### src/rtl/op_sequencer_if.sv
// Operand-select bus between the instruction issue unit (master) and the cpu (slave).
// The master drives the operation and register addresses; the cpu answers with
// its result word and flags.
interface op_sequencer_if;
  logic [3:0]  Op;
  logic [2:0]  Op1;
  logic [2:0]  Op2;
  logic [15:0] Y;
  logic        C;
  logic        V;
  logic        Z;

  modport master (output Op, Op1, Op2, input Y, C, V, Z);
  modport slave  (input Op, Op1, Op2, output Y, C, V, Z);
endinterface

### src/rtl/op_sequencer.sv
// Instruction issue unit: fetches 10-bit words from a small writable program
// memory, issues ALU/load/store operations to the cpu for exactly one cycle,
// captures the cpu response, and executes jump / branch-on-zero / halt locally.
// PC_WIDTH must not exceed 6 (jump targets come from the 6-bit {Op1,Op2} field)
// and DEPTH must equal 2**PC_WIDTH so the pc wraps naturally.
module op_sequencer #(
  parameter int PC_WIDTH = 5,
  parameter int DEPTH    = 32
) (
  input  logic                clk,
  input  logic                rst,
  input  logic                start,
  input  logic                prog_we,
  input  logic [PC_WIDTH-1:0] prog_addr,
  input  logic [9:0]          prog_data,
  op_sequencer_if.master      cpu,
  output logic [15:0]         result_data,
  output logic [2:0]          result_flags,
  output logic                result_valid,
  output logic [PC_WIDTH-1:0] pc,
  output logic [15:0]         retired,
  output logic                busy,
  output logic                done
);

  typedef enum logic [2:0] {
    IDLE   = 3'd0,
    FETCH  = 3'd1,
    DECODE = 3'd2,
    EXEC   = 3'd3,
    DONE   = 3'd4
  } state_t;

  // Sequencer-local opcodes; these never reach the cpu.
  localparam logic [3:0] OP_HALT = 4'b1111;
  localparam logic [3:0] OP_JMP  = 4'b1101;
  localparam logic [3:0] OP_BZ   = 4'b1100;

  state_t              state_reg, state_next;
  logic [PC_WIDTH-1:0] pc_reg, pc_next;
  logic [15:0]         retired_reg, retired_next;
  logic [3:0]          op_reg, op_next;
  logic [2:0]          op1_reg, op1_next;
  logic [2:0]          op2_reg, op2_next;
  logic [15:0]         result_data_reg;
  logic [2:0]          result_flags_reg;
  logic                result_valid_reg;
  logic [9:0]          instr_reg;
  logic                busy_int;

  // Program memory; not cleared by reset so a loaded program survives it.
  logic [9:0] mem [DEPTH];

  assign busy_int = (state_reg == FETCH) || (state_reg == DECODE) || (state_reg == EXEC);

  // Program load port, locked out while a program is running.
  always_ff @(posedge clk) begin
    if (prog_we && !busy_int) begin
      mem[prog_addr] <= prog_data;
    end
  end

  // Registered instruction fetch; only consumed in DECODE right after FETCH.
  always_ff @(posedge clk) begin
    if (state_reg == FETCH) begin
      instr_reg <= mem[pc_reg];
    end
  end

  // State, pc, retire counter and the registered cpu drive.
  always_ff @(posedge clk or posedge rst) begin
    if (rst) begin
      state_reg   <= IDLE;
      pc_reg      <= '0;
      retired_reg <= '0;
      op_reg      <= '0;
      op1_reg     <= '0;
      op2_reg     <= '0;
    end else begin
      state_reg   <= state_next;
      pc_reg      <= pc_next;
      retired_reg <= retired_next;
      op_reg      <= op_next;
      op1_reg     <= op1_next;
      op2_reg     <= op2_next;
    end
  end

  // Next-state logic; the cpu sees a non-idle word only while in EXEC.
  always_comb begin
    state_next   = state_reg;
    pc_next      = pc_reg;
    retired_next = retired_reg;
    op_next      = 4'b0000;
    op1_next     = 3'b000;
    op2_next     = 3'b000;
    case (state_reg)
      IDLE: begin
        if (start) begin
          pc_next    = '0;
          state_next = FETCH;
        end
      end
      FETCH: begin
        state_next = DECODE;
      end
      DECODE: begin
        case (instr_reg[9:6])
          OP_HALT: begin
            state_next = DONE;
          end
          OP_JMP: begin
            pc_next    = PC_WIDTH'(instr_reg[5:0]);
            state_next = FETCH;
          end
          OP_BZ: begin
            // Branches on the Z captured by the last EXEC, never on live Z.
            if (result_flags_reg[0]) begin
              pc_next = PC_WIDTH'(instr_reg[5:0]);
            end else begin
              pc_next = pc_reg + 1'b1;
            end
            state_next = FETCH;
          end
          default: begin
            // Load the drive registers so the word is stable for the whole EXEC cycle.
            op_next    = instr_reg[9:6];
            op1_next   = instr_reg[5:3];
            op2_next   = instr_reg[2:0];
            state_next = EXEC;
          end
        endcase
      end
      EXEC: begin
        pc_next      = pc_reg + 1'b1;
        retired_next = retired_reg + 16'd1;
        state_next   = FETCH;
      end
      DONE: begin
        if (start) begin
          pc_next      = '0;
          retired_next = '0;
          state_next   = FETCH;
        end
      end
      default: begin
        state_next = IDLE;
      end
    endcase
  end

  // Capture the cpu response at the edge that closes EXEC.
  always_ff @(posedge clk or posedge rst) begin
    if (rst) begin
      result_data_reg  <= '0;
      result_flags_reg <= '0;
      result_valid_reg <= 1'b0;
    end else begin
      result_valid_reg <= (state_reg == EXEC);
      if (state_reg == EXEC) begin
        result_data_reg  <= cpu.Y;
        result_flags_reg <= {cpu.C, cpu.V, cpu.Z};
      end
    end
  end

  assign cpu.Op       = op_reg;
  assign cpu.Op1      = op1_reg;
  assign cpu.Op2      = op2_reg;
  assign result_data  = result_data_reg;
  assign result_flags = result_flags_reg;
  assign result_valid = result_valid_reg;
  assign pc           = pc_reg;
  assign retired      = retired_reg;
  assign busy         = busy_int;
  assign done         = (state_reg == DONE);

endmodule
### src/flat_wrapper.sv
// flat-port wrapper written by rule: the top's interface ports become plain ports
module op_sequencer_flat 
#(
  parameter int PC_WIDTH = 5,
  parameter int DEPTH    = 32
)
  (clk, rst, start, prog_we, prog_addr, prog_data, result_data, result_flags, result_valid, pc, retired, busy, done, cpu_Op, cpu_Op1, cpu_Op2, cpu_Y, cpu_C, cpu_V, cpu_Z);
  op_sequencer_if cpu_i ();
  input  logic clk;
  input  logic rst;
  input  logic start;
  input  logic prog_we;
  input  logic [PC_WIDTH-1:0] prog_addr;
  input  logic [9:0] prog_data;
  output logic [15:0] result_data;
  output logic [2:0] result_flags;
  output logic result_valid;
  output logic [PC_WIDTH-1:0] pc;
  output logic [15:0] retired;
  output logic busy;
  output logic done;
  output wire logic [$bits(cpu_i.Op)-1:0] cpu_Op;
  output wire logic [$bits(cpu_i.Op1)-1:0] cpu_Op1;
  output wire logic [$bits(cpu_i.Op2)-1:0] cpu_Op2;
  input wire logic [$bits(cpu_i.Y)-1:0] cpu_Y;
  input wire logic [$bits(cpu_i.C)-1:0] cpu_C;
  input wire logic [$bits(cpu_i.V)-1:0] cpu_V;
  input wire logic [$bits(cpu_i.Z)-1:0] cpu_Z;
  assign cpu_Op = cpu_i.Op;
  assign cpu_Op1 = cpu_i.Op1;
  assign cpu_Op2 = cpu_i.Op2;
  assign cpu_i.Y = cpu_Y;
  assign cpu_i.C = cpu_C;
  assign cpu_i.V = cpu_V;
  assign cpu_i.Z = cpu_Z;
  op_sequencer #(.PC_WIDTH(PC_WIDTH), .DEPTH(DEPTH)) u_core (.clk(clk), .rst(rst), .start(start), .prog_we(prog_we), .prog_addr(prog_addr), .prog_data(prog_data), .cpu(cpu_i), .result_data(result_data), .result_flags(result_flags), .result_valid(result_valid), .pc(pc), .retired(retired), .busy(busy), .done(done));
endmodule
### config.mk
export PLATFORM = sky130hd
export DESIGN_NAME = op_sequencer_flat
export DESIGN_NICKNAME = d
export VERILOG_FILES = /design/src/rtl/op_sequencer_if.sv /design/src/rtl/op_sequencer.sv /design/src/flat_wrapper.sv
export SDC_FILE = /design/constraint.sdc
export NUM_CORES = 1
export LEC_CHECK = 0
export BUFFER_PORTS_ARGS = -buffer_cell sky130_fd_sc_hd__buf_2
export CAP_MARGIN = 40
export CORE_MARGIN = 2
export CORE_UTILIZATION = 53
export CTS_BUF_LIST = sky130_fd_sc_hd__clkbuf_8
export DETAILED_ROUTE_END_ITERATION = 10
export PLACE_DENSITY_LB_ADDON = 0.12
export RECOVER_POWER = 50
export SLEW_MARGIN = 0
export SYNTH_ARGS = -nofsm -noshare
export SYNTH_HDL_FRONTEND = slang
export SYNTH_SLANG_ARGS = --single-unit
### constraint.sdc
create_clock -name clk -period 5.3 [get_ports clk]
set_input_delay 0.53 -clock clk [delete_from_list [all_inputs] [get_ports clk]]
set_output_delay 0.53 -clock clk [all_outputs]
set_load 0.01 [all_outputs]
==> results.cfg <==
[timing]
finalMaxSlewViolations = 385
hold_viol = 0
finalClockSkew_ns = 0.01441
fin_tns_setup_ns = 0
fin_crit_ns = 3.088
worst_pin_slew_ns = 2.737
holdWs_ns = 0.1289
clock.fmax_ghz = 0.3238
max_slew_margin_pct = -82.49
rsz0062_at_grt = no
setup_viol = 0
finalCritPeriodShare_pct = 58.26

[place]
dp.final_hpwl_mm = 20.40
globalplace.congestion = 0.9069
io_buffers = 90
dp.cells = 1413

[global_route]
grt_max_degree = 59
grt_pass1_vias = 8395
grt_pass1_wl_mm = 50.67
antenna_found_initial = 0
grt_usage_pct = 22.24
grt.overflow.total = 0

[finish]
antenna_cells = 0
multi_input_area_um2 = 3734
area_growth_pct = 11.66
final_layout_size_suffix_gt1_share_pct = 12.96
largest_reg_flops = 320
seq_area_um2 = 11260
nNetsFinal = 1129
fill_cells = 2261
final_cells = 1518

[pwr]
leakage_nw = 5.914
powerDensity_nw_per_um2 = 482.6
power_frac_comb_pct = 27.6
switching_power_mw = 2.764
total_power_mw = 8.219
vdd_ir_drop_max_v = 0.0002270
p_int_mw = 5.455
power_frac_seq_pct = 47.1
clkPwrFrac_pct = 25.4
swShare_pct = 33.63

[worst_hold_path]
min_from = cpu_Y[11]
worstHoldEndpoint = u_core.result_data[11]$_DFFE_PP0P_
hold_class = in2reg
hold_depth = 3

[clock_network]
numCtsBuffers = 58
cts.sinks = 384
holdBufCountCts = 0
cts_resized = 0
clockBufferDepth = 3
root_buffer = clkbuf_8
cts_tree = yes
postCtsSetupBuffers = 0
cts.htree.levels = 2
clk_pin_slew_ns = 0.07
clk_latency_ns = 0.59

[route]
ant_nets = 0
drtPass1Iterations = 5
via_count = 8660
drt_iter0_drc = 953
drcViolationCount = 0
wl_mm = 33.28
wire_per_inst_um = 21.92
via_per_inst = 5.705

[die]
start_util_pct = 53.42
fp.dieArea_um2 = 30150
pin_count = 91
die_w_um = 173.6
core-area_um2 = 28550
die_height_um = 173.6
num_rows = 62

[setup_path]
cp_data_arrival_time_ns = 3.31
slowest_stage = nor2_1
r2r_cells = 4
rrSetupSlack_ns = 2.21
slowest_delay_ns = 0.75
crit_buf_inv = 0
required_ns = 5.52
regToRegEndpoint = u_core.mem[2][7]$_DFFE_PP_
r2r-start = u_core.state_reg[0]$_DFFE_PP0P_
cpMostUsedCell = nor2_1
path_class = reg2reg
start_kind = flop
cp_max_fo = 11
crit_chain = nor2_1, o21ai_0, or3b_2, nor2_1
crit_family = simple AND/OR/NAND/NOR gates
setup.worst_path.end_class = flop

[run_status]
violations = max-capacitance violations, max-slew violations
status = finished with violations

[logic_synthesis]
synth_common_cells = edfxtp_1 (330), mux2i_1 (160), nand2_1 (80)
yosysMostFrequentCell = edfxtp_1
ys_ff_latch = 384
synth_top_flop_cell = edfxtp_1
synth_top_cell_by_area = edfxtp_1
synth.top_cell.area_share_pct = 64.98
synthesis.nets = 1020
yosysSeqAreaShare_pct = 73.84
avgSynthCellArea_um2 = 15.56
yosysWarnings = 0
syn_inst = 980
synthArstFlopShare_pct = 14.06
post_synth_main_area_contributors = edfxtp_1 (65%), mux2i_1 (11%), dfrtp_1 (8.9%)
synth-edff-count = 330
synth_area_um2 = 15250
ys_types = 47

[flow_run]
cap_violations = 11
how the worst max path moves through the flow:
stage / slack, ns / from / end / depth (start not counted)
2_1_floorplan: 3.10 / u_core.state_reg[2]$_DFFE_PP0P_ / u_core.mem[13][0]$_DFFE_PP_ / 5
3_3_place_gp: 2.35 / u_core.state_reg[0]$_DFFE_PP0P_ / u_core.mem[9][0]$_DFFE_PP_ / 4
3_5_place_dp: 2.23 / u_core.state_reg[0]$_DFFE_PP0P_ / u_core.mem[2][6]$_DFFE_PP_ / 4
4_1_cts: 2.21 / u_core.state_reg[0]$_DFFE_PP0P_ / u_core.mem[13][6]$_DFFE_PP_ / 4
5_1_grt: 1.60 / rst / u_core.pc[1]$_DFFE_PP0P_ / 3
6_report: 2.21 / u_core.state_reg[0]$_DFFE_PP0P_ / u_core.mem[2][7]$_DFFE_PP_ / 4
power groups by stage:
stage / combinational, mW / clock [mW] / sequential (mW)
6_report: 2.27 / 2.08 / 3.87
5_1_grt: 2.45 / 2.28 / 3.91
4_1_cts: 2.29 / 2.14 / 3.86
3_5_place_dp: 2.28 / 0 / 3.92
3_3_place_gp: 2.22 / 0 / 3.92
2_1_floorplan: 1.52 / 0 / 3.86
final cells by class:
| cell class | count | share of cell area [%] |
|---|---|---|
| flip-flops and latches | 384 | 66.15 |
| multi-input cells | 535 | 21.93 |
| clock buffers | 58 | 4.688 |
| repair buffers | 101 | 3.049 |
| well taps | 384 | 2.821 |
| clock inverters | 47 | 1.168 |
| inverters | 9 | 0.1984 |
cell families (layout without fill, tap and decap cells):
| logic type | after synthesis | in the layout | share of synthesized area, % |
|---|---|---|---|
| compound gates | 118 | 118 | 5.447 |
| xor+xnor | 9 | 9 | 0.5169 |
| fa+ha+maj | 2 | 2 | 0.1641 |
| buf+inv | 61 | 215 | 1.682 |
| flops | 384 | 384 | 73.84 |
| mux | 160 | 160 | 10.50 |
| simple gates | 246 | 246 | 7.851 |
layout by cell type (no fill, tap or decap), drive strengths merged, types with 2 or more instances in the layout:
master	instances
a21oi	17
clkinv	26
dfrtp	54
nor3	5
edfxtp	330
o21ai	11
nand2	80
or3b	3
nand2b	2
a22oi	74
mux2i	160
or2	2
clkinvlp	2
and4	2
or3	6
clkbuf	91
nor4	3
o22ai	2
nand3b	5
nor2b	3
nand4	24
xnor2	7
inv	28
a2111oi	2
a31oi	2
buf	68
ha	2
and2	12
a211oi	2
xor2	2
nand3	41
nor2	53
tightest hold or removal path: cells and delay by family:
family        cells  cell delay [ns]
buf+inv           1             0.07
simple gates      2             0.08
per-layer routing:
metal,vias up,share of wire (%),GRT usage (%)
met5,-,0,0
li1,4010,-,-
met2,389,45,33.48
met4,0,1.7,6.197
met1,4215,47,33.94
met3,46,7.1,3.684
through the flow:
step	area [um^2]	setup slack [ns]	util (%)
after global routing	17030	1.596	59.65
after CTS	17090	2.211	59.86
after global placement	16060	2.350	56.27
after detailed placement	16090	2.225	56.36
final	17030	2.212	59.65
after floorplan	15250	3.101	-
(Power assumes the default switching activity.)
